$ cat config.mk
export PLATFORM = sky130hd
export DESIGN_NAME = uart_alu_ctrl
export DESIGN_NICKNAME = d
export VERILOG_FILES = /design/src/rtl/uart_alu_pkg.sv /design/src/rtl/uart_alu_ctrl_gap_timer.sv /design/src/rtl/uart_alu_ctrl.sv
export SDC_FILE = /design/constraint.sdc
export NUM_CORES = 1
export LEC_CHECK = 0
export CORE_MARGIN = 2
export CORE_UTILIZATION = 43
export DETAILED_ROUTE_END_ITERATION = 6
export PLACE_DENSITY = 0.84
export SYNTH_ARGS = -nofsm -noshare
export SYNTH_HDL_FRONTEND = slang
export SYNTH_SLANG_ARGS = --single-unit
$ cat constraint.sdc
create_clock -name clk -period 1.6 [get_ports clk]
set_input_delay 0.48 -clock clk [delete_from_list [all_inputs] [get_ports clk]]
set_output_delay 0.48 -clock clk [all_outputs]
set_load 0.02 [all_outputs]
$ cat src/rtl/uart_alu_pkg.sv
// Shared types and constants for the UART-to-ALU sequencer.
package uart_alu_pkg;

    localparam logic [2:0] ST_WAIT_A  = 3'd0;
    localparam logic [2:0] ST_WAIT_B  = 3'd1;
    localparam logic [2:0] ST_WAIT_OP = 3'd2;
    localparam logic [2:0] ST_EXEC    = 3'd3;
    localparam logic [2:0] ST_WAIT_TX = 3'd4;

    typedef enum logic [2:0] {
        WAIT_A  = ST_WAIT_A,
        WAIT_B  = ST_WAIT_B,
        WAIT_OP = ST_WAIT_OP,
        EXEC    = ST_EXEC,
        WAIT_TX = ST_WAIT_TX
    } ctrl_state_t;

    localparam logic [5:0] OP_ADD = 6'h20;
    localparam logic [5:0] OP_SUB = 6'h22;
    localparam logic [5:0] OP_AND = 6'h24;
    localparam logic [5:0] OP_OR  = 6'h25;
    localparam logic [5:0] OP_XOR = 6'h26;
    localparam logic [5:0] OP_SRA = 6'h03;
    localparam logic [5:0] OP_SRL = 6'h02;
    localparam logic [5:0] OP_NOR = 6'h27;

endpackage

$ cat src/rtl/uart_alu_ctrl_gap_timer.sv
// Inter-byte gap counter; tc_o flags the last permitted idle cycle.
module ctrl_gap_timer #(
    parameter int CYCLES = 1_000_000
) (
    input  logic clk,
    input  logic rst_n,
    input  logic clr_i,
    input  logic en_i,
    output logic tc_o
);

    localparam int CW = $clog2(CYCLES);

    logic [CW-1:0] cnt_q, cnt_d;

    assign tc_o = (cnt_q == CW'(CYCLES - 1));

    always_comb begin
        cnt_d = cnt_q;
        if (clr_i) begin
            cnt_d = '0;
        end else if (en_i && !tc_o) begin
            cnt_d = cnt_q + 1'b1;
        end
    end

    always_ff @(posedge clk or negedge rst_n) begin
        if (!rst_n) begin
            cnt_q <= '0;
        end else begin
            cnt_q <= cnt_d;
        end
    end

endmodule

$ cat src/rtl/uart_alu_ctrl.sv
// Frames A, B, opcode from the UART receiver into the ALU and sends the result back.
// Optional inter-byte timeout: define UART_ALU_CTRL_TIMEOUT_EN.
module uart_alu_ctrl
    import uart_alu_pkg::*;
#(
    parameter int DBIT           = 8,
    parameter int OP_W           = 6,
    parameter int TIMEOUT_CYCLES = 1_000_000
) (
    input  logic            clk,
    input  logic            reset,
    input  logic            rx_done_tick,
    input  logic [DBIT-1:0] rx_dout,
    input  logic            tx_done_tick,
    input  logic [DBIT-1:0] alu_result,
    output logic [DBIT-1:0] alu_a,
    output logic [DBIT-1:0] alu_b,
    output logic [OP_W-1:0] alu_op,
    output logic            tx_start,
    output logic [DBIT-1:0] tx_din,
    output logic            busy,
    output logic            drop_tick,
    output logic            timeout_tick
);

    ctrl_state_t     state_q, state_d;
    logic [DBIT-1:0] a_q, a_d;
    logic [DBIT-1:0] b_q, b_d;
    logic [OP_W-1:0] op_q, op_d;
    logic [DBIT-1:0] din_q, din_d;
    logic            start_q, start_d;
    logic            busy_q, busy_d;
    logic            drop_q, drop_d;
    logic            tmo_q, tmo_d;
    logic            tmo_hit;
    logic            unused_rx_hi;

    assign unused_rx_hi = ^rx_dout[DBIT-1:OP_W];

`ifdef UART_ALU_CTRL_TIMEOUT_EN
    logic gap_en;
    logic gap_clr;

    assign gap_en  = (state_q == WAIT_B) || (state_q == WAIT_OP);
    assign gap_clr = !gap_en || rx_done_tick;

    ctrl_gap_timer #(
        .CYCLES (TIMEOUT_CYCLES)
    ) u_gap (
        .clk   (clk),
        .rst_n (reset),
        .clr_i (gap_clr),
        .en_i  (gap_en),
        .tc_o  (tmo_hit)
    );
`else
    localparam int unused_timeout = TIMEOUT_CYCLES;
    assign tmo_hit = 1'b0;
`endif

    always_comb begin
        state_d = state_q;
        a_d     = a_q;
        b_d     = b_q;
        op_d    = op_q;
        din_d   = din_q;
        start_d = 1'b0;
        drop_d  = 1'b0;
        tmo_d   = 1'b0;
        unique case (state_q)
            WAIT_A: begin
                if (rx_done_tick) begin
                    a_d     = rx_dout;
                    state_d = WAIT_B;
                end
            end
            WAIT_B: begin
                if (rx_done_tick) begin
                    b_d     = rx_dout;
                    state_d = WAIT_OP;
                end else if (tmo_hit) begin
                    tmo_d   = 1'b1;
                    state_d = WAIT_A;
                end
            end
            WAIT_OP: begin
                if (rx_done_tick) begin
                    op_d    = rx_dout[OP_W-1:0];
                    state_d = EXEC;
                end else if (tmo_hit) begin
                    tmo_d   = 1'b1;
                    state_d = WAIT_A;
                end
            end
            EXEC: begin
                din_d   = alu_result;
                start_d = 1'b1;
                drop_d  = rx_done_tick;
                state_d = WAIT_TX;
            end
            WAIT_TX: begin
                drop_d = rx_done_tick;
                if (tx_done_tick) begin
                    state_d = WAIT_A;
                end
            end
            default: state_d = WAIT_A;
        endcase
        busy_d = (state_d != WAIT_A);
    end

    always_ff @(posedge clk or negedge reset) begin
        if (!reset) begin
            state_q <= WAIT_A;
            a_q     <= '0;
            b_q     <= '0;
            op_q    <= '0;
            din_q   <= '0;
            start_q <= 1'b0;
            busy_q  <= 1'b0;
            drop_q  <= 1'b0;
            tmo_q   <= 1'b0;
        end else begin
            state_q <= state_d;
            a_q     <= a_d;
            b_q     <= b_d;
            op_q    <= op_d;
            din_q   <= din_d;
            start_q <= start_d;
            busy_q  <= busy_d;
            drop_q  <= drop_d;
            tmo_q   <= tmo_d;
        end
    end

    assign alu_a        = a_q;
    assign alu_b        = b_q;
    assign alu_op       = op_q;
    assign tx_din       = din_q;
    assign tx_start     = start_q;
    assign busy         = busy_q;
    assign drop_tick    = drop_q;
    assign timeout_tick = tmo_q;

endmodule

==> flow_summary.ini, run 1 <==
[power_and_ir_drop]
peakVddDrop_mv = 1.161
power_leakage_nw = 0.9281
pwr_density_cell_mw_per_mm2 = 1985
finalPower_mw = 4.061

[logic_synthesis]
synth_cell_types = 20
synth.net_count = 111
ys_seq_area_frac = 0.6321
synth_seq_cells = 36
synth_warnings = 0
yosys-top-cells-area = dfrtp_1 (63%), mux2_2 (24%), nor4b_4 (1.7%)
synth_cells = 91
avgSynthCellArea_um2 = 15.66
yosys.area.top_type = dfrtp_1
synth.cell_area_mm2 = 0.001425
synth.top_cell.area_share = 0.6321

[drt]
ant_nets = 0
wl_met1_mm = 1.224
wirelength_mm = 3.028
wl_met3_um = 124
drc = 0
dr.pass1.iters = 5
wl_per_cell_um = 15.69
dr.first_iter.drc_count = 47
via_count = 947
wl_met2_mm = 1.631
vias_per_cell = 4.907
dr.max_layer_used = met4

[sta]
clock_skew_ps = 6.101
tns_ps = 0
drv_slew = 0
whs_ps = 500.2
fin_crit_ps = 1563
hold_violations = 0
fmax_ghz = 0.6400
finalSetupViolCount = 0
period_share = 0.9766
rsz0062_at_grt = no

[worst_setup_path]
worstPathMaxFanout = 8
critPathLaunchType = input port
crit_type = in2reg
cp-end-kind = flip-flop
cp.arrival_ps = 1790
crit_required_ps = 1830
r2r_slack_ps = 90
ff2ff_path_depth = 3

[placement]
place_congestion = 0.7113
placed_area_mm2 = 0.002011
dp_hpwl_mm = 2.258
portBuffers = 52

[grt]
antenna_found_initial = 0
grt_pass1_wl_mm = 4.733
grt_max_degree = 37
overflow = 0
groute.usage.overall = 0.1780
grt_pass1_vias = 1009

[cells_and_area]
multi_input_area_um2 = 489.2
regArea_um2 = 902.1
stdcell_area_mm2 = 0.002046
drive_gt1_frac = 0.3356
diodes = 0
layout.nets = 168
syn_to_final_growth_pct = 43.55
fillers = 268

[clocking]
cts_sinks = 36
cts_root_buf = clkbuf_4
clk_pin_slew_ps = 110
htreeDepth = 2
cts_tree = built
clk_latency_ps = 330
clk_path_buf_depth = 2
cts_buffers = 5
cts_hold_buf = 0

[hold_path]
min_path_type = in2async

[die]
die_w_um = 61.57
rows = 20
die_area_mm2 = 0.003791
initial_core_util = 0.4593
die_h_um = 61.57
coreArea_mm2 = 0.003103
ios = 54

[outcome]
status = completed

[flow_run]
maxCapViolations = 0
[power breakdown]
| part | internal (mW) | switching (mW) |
|---|---|---|
| registers | 1.36 | 0.286 |
| clock network | 0.209 | 0.293 |
| logic | 0.951 | 0.967 |
| total | 2.52 | 1.55 |
[stage by stage]
step                        util  setup slack, ps  cells
after floorplan                -            147.3     91
after global placement    0.6480           -332.3    185
after detailed placement  0.6480           -391.1    185
after CTS                 0.6544            28.64    193
after global routing      0.6593            5.398    193
final                     0.6593            37.48    193
[registers in the layout, indices dropped and copies added, names as in the netlist]
register   count
alu_a          8
alu_b          8
alu_op         6
busy           1
drop_tick      1
state_q        3
tx_din         8
tx_start       1
[area by class of cell]
type	count	area share
clock buffers	6	0.02508
clock inverters	2	0.004893
inverters	1	0.001835
multi-input cells	47	0.2391
flip-flops and latches	36	0.4410
well taps	44	0.02691
repair buffers	57	0.2612
[Yosys cell counts]
cell type,number
buf_4,2
inv_1,1
buf_2,3
nor4b_4,1
mux2_2,30
and4bb_2,1
conb_1,1
a21boi_0,1
nand2b_1,2
a21oi_1,2
nand3b_1,2
o21ai_0,1
nor4bb_1,1
clkbuf_2,1
or4b_2,1
nand2_1,1
dfrtp_1,36
or3b_2,2
buf_6,1
nor3_1,1
[timing repair]
| action | in CTS | in global routing |
|---|---|---|
| pin swaps | 1 | 0 |
| resized for setup | 33 | 4 |
| setup endpoints to repair | 41 | 9 |
| buffers inserted | 0 | 0 |
[logic make-up (layout without fill, tap and decap cells)]
family / after synthesis / after routing / synth area share
mux: 30 / 30 / 0.2370
simple gates: 12 / 12 / 0.07725
buf+inv: 8 / 66 / 0.03511
other cells: 1 / 1 / 0.002631
compound gates: 4 / 4 / 0.01580
flops: 36 / 36 / 0.6321
[worst max-delay path, cell delays in order]
cell,delay (ps)
clkdlybuf4s50_1,520
nor4b_4,220
buf_4,220
mux2_2,350
[routing by layer]
layer | GRT usage | up-vias
li1 | - | 429
met1 | 0.2041 | 474
met2 | 0.3143 | 38
met3 | 0.02731 | 6
met4 | 0.1003 | 0
met5 | 0 | -
[final timing paths]
check                             end         start
setup / recovery             alu_a[6]  rx_done_tick
hold / removal               alu_a[6]         reset
setup reg to reg             alu_a[6]    state_q[1]
hold reg to reg             tx_din[6]     tx_din[6]
max in group asynchronous  state_q[0]         reset
min in group clk            tx_din[6]     tx_din[6]
[cell usage in the layout (no fill, tap or decap)]
master            n
or3b_2            2
clkinv_2          2
o21ai_0           1
nor4bb_4          1
buf_4             3
buf_6             1
clkbuf_8          1
clkbuf_4          5
a21oi_1           2
nor3_1            1
nand2_1           1
or4b_2            1
dlygate4sd2_1    32
conb_1            1
buf_12            1
nor4b_4           1
nand3b_1          2
inv_1             1
dfrtp_1          35
mux2_2           30
dfrtp_2           1
clkdlybuf4s50_1  19
and4bb_2          1
a21boi_0          1
nand2b_1          2
clkdlybuf4s15_1   1
Power figures use the tool's default switching activity.
==> inputs of run 2 (changes only) <==
--- a/config.mk
+++ b/config.mk
@@ -7,6 +7,7 @@
 export LEC_CHECK = 0
 export CORE_MARGIN = 2
 export CORE_UTILIZATION = 43
+export CTS_CLUSTER_DIAMETER = 60
 export DETAILED_ROUTE_END_ITERATION = 6
 export PLACE_DENSITY = 0.84
 export SYNTH_ARGS = -nofsm -noshare
==> constraint.sdc (replaced) <==
create_clock -name clk -period 1.6 [get_ports clk]
set_input_delay 0.4 -clock clk [delete_from_list [all_inputs] [get_ports clk]]
set_output_delay 0.4 -clock clk [all_outputs]
set_load 0.02 [all_outputs]
==> flow_summary.ini, run 2 (synthesis gave the netlist of run 1 again) <==
[sta]
rsz0062_at_grt = no
clock_skew_ps = 6.515
fin_crit_ps = 1550
period_share = 0.9688
timing.final.ws_setup_ps = 49.88
tns_ps = 0
fmax_ghz = 0.6451
drv_slew = 0
hold_violations = 0
finalSetupViolCount = 0

[worst_setup_path]
worstPathCellList = clkdlybuf4s50_1, nor4bb_4, buf_6, mux2_2
ff2ff_path_depth = 3
cp-end-kind = flip-flop
r2r_slack_ps = 90
crit_type = in2reg
slowest_stage = clkdlybuf4s50_1
worstPathMaxFanout = 8
crit_required_ps = 1820
critPathLaunchType = input port
critPathMaxStageDelay_ps = 530
cp.arrival_ps = 1770

[power_and_ir_drop]
pwr_density_cell_mw_per_mm2 = 1984
finalPower_mw = 4.053
peakVddDrop_mv = 1.165
power_leakage_nw = 0.9304

[die]
initial_core_util = 0.4593
ios = 54
rows = 20
coreArea_mm2 = 0.003103
die_w_um = 61.57
die_area_mm2 = 0.003791
die_h_um = 61.57

[clocking]
cts_tree = built
cts_root_buf = clkbuf_4
htreeDepth = 2
cts_hold_buf = 0
cts_buffers = 5
clk_path_buf_depth = 2
clk_latency_ps = 330
clk_pin_slew_ps = 110
post-cts-setup-buffer-count = 0
cts_sinks = 36

[drt]
wl_per_cell_um = 15.63
dr.first_iter.drc_count = 37
drc = 0
vias_per_cell = 4.912
wirelength_mm = 3.017
via_count = 948
dr.pass1.iters = 5
ant_nets = 0

[cells_and_area]
stdcell_area_mm2 = 0.002043
layout.nets = 168
stdcell_count = 193
diodes = 0
fillers = 269
drive_gt1_frac = 0.3289
final_cell_mix = dfrtp_1 (36), dlygate4sd2_1 (33), mux2_2 (30)
syn_to_final_growth_pct = 43.37
mostFrequentLayoutCell = dfrtp_1

[grt]
grt_pass1_wl_mm = 4.733
antenna_found_initial = 0
overflow = 0
grt_pass1_vias = 1011
groute.usage.overall = 0.1780
grt_max_degree = 37

[placement]
dp_hpwl_mm = 2.258
placed_area_mm2 = 0.002011
dp_slack_ps = -311.1
place_congestion = 0.7113
portBuffers = 52
place_inst = 185

[outcome]
status = completed

[hold_path]
min_path_type = in2async

[flow_run]
maxCapViolations = 0
## run 2: cell count changes in the layout (fill, tap and decap cells not counted)
| cell | change |
|---|---|
| dfrtp_1 | +1 |
| dfrtp_2 | -1 |
| clkdlybuf4s15_1 | -1 |
| dlygate4sd2_1 | +1 |
## run 2: report_power, final
| part | switching [mW] | leakage, nW | total (mW) | internal (mW) |
|---|---|---|---|---|
| Sequential | 0.286 | 0.430 | 1.64 | 1.35 |
| Clock | 0.292 | 0.0380 | 0.502 | 0.209 |
| Combinational | 0.968 | 0.462 | 1.91 | 0.946 |
| Total | 1.55 | 0.930 | 4.05 | 2.51 |
## run 2: final cells by class
cell class	instances	area [um^2]	area share
clock buffer	6	51.30	0.02511
tap	44	55.05	0.02694
sequential	36	900.9	0.4409
timing repair buffer	57	533.0	0.2609
clock inverter	2	10.01	0.004899
multi-input combinational	47	489.2	0.2394
inverter	1	3.754	0.001837
## run 2: metrics by stage
stage / hold slack, ps / util
2_1_floorplan: 104.4 / -
3_3_place_gp: 488.7 / 0.6480
3_5_place_dp: 494.4 / 0.6480
4_1_cts: 423.1 / 0.6544
5_1_grt: 417.8 / 0.6585
6_report: 425.5 / 0.6585
## run 2: layer usage
metal,global-route usage,share of wire,up-vias
li1,-,-,429
met1,0.2041,0.40,482
met2,0.3143,0.55,33
met3,0.02731,0.034,4
met4,0.1003,0.015,0
met5,0,0,-
## run 2: worst max-delay path: cells and delay by family
family / cells / cell delay [ps]
multiplexers: 1 / 350
AND/OR/NAND/NOR: 1 / 320
buffers and inverters: 2 / 710
## run 2: timing repair
item / 4_1_cts / 5_1_grt
resized for setup: 33 / 2
endpoints found under the hold margin: 0 / 0
endpoints found under the setup margin: 33 / 8
## run 2: path summary, 6_finish.rpt
kind | to | startpoint
setup / recovery | alu_b[4] | rx_done_tick
hold reg to reg | tx_din[6] | tx_din[6]
setup reg to reg | alu_b[4] | state_q[1]
max in group asynchronous | tx_din[6] | reset
min in group clk | tx_din[6] | tx_din[6]
hold / removal | alu_a[6] | reset
==> inputs of run 3 (changes only) <==
--- a/config.mk
+++ b/config.mk
@@ -5,11 +5,11 @@
 export SDC_FILE = /design/constraint.sdc
 export NUM_CORES = 1
 export LEC_CHECK = 0
-export CORE_MARGIN = 2
-export CORE_UTILIZATION = 43
+export CORE_MARGIN = 5
+export CORE_UTILIZATION = 39
 export CTS_CLUSTER_DIAMETER = 60
 export DETAILED_ROUTE_END_ITERATION = 6
-export PLACE_DENSITY = 0.84
+export PLACE_DENSITY = 0.81
 export SYNTH_ARGS = -nofsm -noshare
 export SYNTH_HDL_FRONTEND = slang
 export SYNTH_SLANG_ARGS = --single-unit
==> constraint.sdc (replaced) <==
create_clock -name clk -period 1.35 [get_ports clk]
set_input_delay 0.3375 -clock clk [delete_from_list [all_inputs] [get_ports clk]]
set_output_delay 0.3375 -clock clk [all_outputs]
set_load 0.02 [all_outputs]
==> flow_summary.ini, run 3 (synthesis gave the netlist of run 1 again) <==
[outcome]
status = finished, violations left
violations = setup timing

[sta]
finalSetupViolCount = 26
drv_slew = 0
period_share = 1.049
fin_crit_ps = 1416
rsz0062_at_grt = yes
hold_violations = 0
clock_skew_ps = 7.251
timing.final.ws_setup_ps = -66.12
fmax_ghz = 0.7062

[clocking]
cts_buffers = 5
htreeDepth = 2
cts_tree = built
clk_pin_slew_ps = 70
cts_root_buf = clkbuf_8
clk_path_buf_depth = 2
clk_latency_ps = 280
cts_sinks = 36

[drt]
drc = 0
wirelength_mm = 3.345
via_count = 935
wl_per_cell_um = 16.56
dr.first_iter.drc_count = 34
dr.pass1.iters = 4
vias_per_cell = 4.629
ant_nets = 0

[placement]
portBuffers = 52
place_congestion = 0.7303
place_inst = 190
placed_area_mm2 = 0.002066
dp_hpwl_mm = 2.367

[grt]
antenna_found_initial = 0
overflow = 0
grt_pass1_wl_mm = 5.547
grt_max_degree = 37
groute.usage.overall = 0.1479
grt_pass1_vias = 1114

[die]
die_w_um = 70.45
die_h_um = 70.45
initial_core_util = 0.3952
die_area_mm2 = 0.004963
ios = 54
coreArea_mm2 = 0.003606
rows = 22

[worst_setup_path]
r2r-start = state_q[2]
worstPathMaxFanout = 8
critPathLaunchType = flip-flop
critPathMaxStageDelay_ps = 470
crit_required_ps = 1520
worstPathCellList = nor4bb_4, buf_6, mux2_4
cp_num_buf_inv = 1
r2r_slack_ps = -70
r2r_end = alu_b[2]
cp-end-kind = flip-flop
ff2ff_path_depth = 3
cp_top_family = flip-flops
crit_type = reg2reg
slowest_stage = dfrtp_2
cp.arrival_ps = 1580

[cells_and_area]
mostFrequentLayoutCell = dfrtp_1
drive_gt1_frac = 0.4091
stdcell_area_mm2 = 0.002223
syn_to_final_growth_pct = 56.01
layout.nets = 173
stdcell_count = 202
final_cell_mix = dfrtp_1 (33), mux2_4 (22), clkdlybuf4s15_1 (20)
diodes = 0

[flow_run]
maxCapViolations = 0

[power_and_ir_drop]
power_leakage_nw = 1.016
pwr_density_cell_mw_per_mm2 = 2479
peakVddDrop_mv = 1.327

[hold_path]
min_path_type = in2async
run 3: cell types whose count changed in the layout (fill, tap and decap cells not counted), sizes merged:
cell,delta
buf,+4
clkbuf,+9
clkdlybuf4s15,+20
clkdlybuf4s50,-1
clkinv,-2
clkinvlp,+1
dlygate4sd2,-26
run 3: worst max path at each step:
stage | start | end | slack, ps | cells past startpoint
2_1_floorplan | state_q[0] | alu_a[0] | -100 | 3
5_1_grt | state_q[0] | alu_b[4] | -90 | 3
4_1_cts | state_q[2] | alu_b[2] | -80 | 3
3_3_place_gp | rx_done_tick | alu_b[5] | -450 | 4
6_report | state_q[2] | alu_b[2] | -70 | 3
3_5_place_dp | rx_done_tick | alu_b[2] | -490 | 4
run 3: worst register-to-register path, delay by kind of cell (launching register included):
| kind | cells | cell delay (ps) |
|---|---|---|
| buf+inv | 1 | 210 |
| flops | 1 | 470 |
| mux | 1 | 320 |
| simple gates | 1 | 310 |
run 3: area by class of cell:
cell class	instances	area (um^2)
fillers	289	1383
flip-flops and latches	36	904.6
repair buffers	62	585.6
multi-input cells	47	575.6
clock buffers	7	86.33
well taps	48	60.06
clock inverters	1	7.507
inverters	1	3.754
run 3: per-stage QoR:
step | setup TNS, ps | utilization | worst slack, ps | hold slack [ps] | total power, mW
after detailed placement | -10750 | 0.5729 | -491.7 | 497.2 | 4.776
final | -1142 | 0.6166 | -66.12 | 417.8 | 5.511
after floorplan | -1175 | - | -102.7 | 41.91 | 3.468
after CTS | -1158 | 0.6072 | -82.61 | 421.0 | 5.431
after global placement | -9462 | 0.5729 | -446.2 | 487.8 | 4.660
after global routing | -1939 | 0.6166 | -93.92 | 425.7 | 5.821
run 3: what timing repair did:
item	in CTS	in global routing
resized for setup	54	39
pin swaps	1	2
setup endpoints to repair	64	56
setup buffers	4	0
hold buffers	0	0
run 3: where the power goes:
part	internal [mW]	switching, mW	leakage (nW)
sequential	1.62	0.351	0.426
clock	0.414	0.367	0.0445
combinational	1.48	1.28	0.546
run 3: layer usage:
metal  GRT usage  vias to the layer above  routed length, um
li1            -                      435                  -
met1      0.1523                      473               1293
met2      0.2672                       22               1832
met3     0.04460                        5                159
met4     0.07447                        0                 60
met5           0                        -                  0
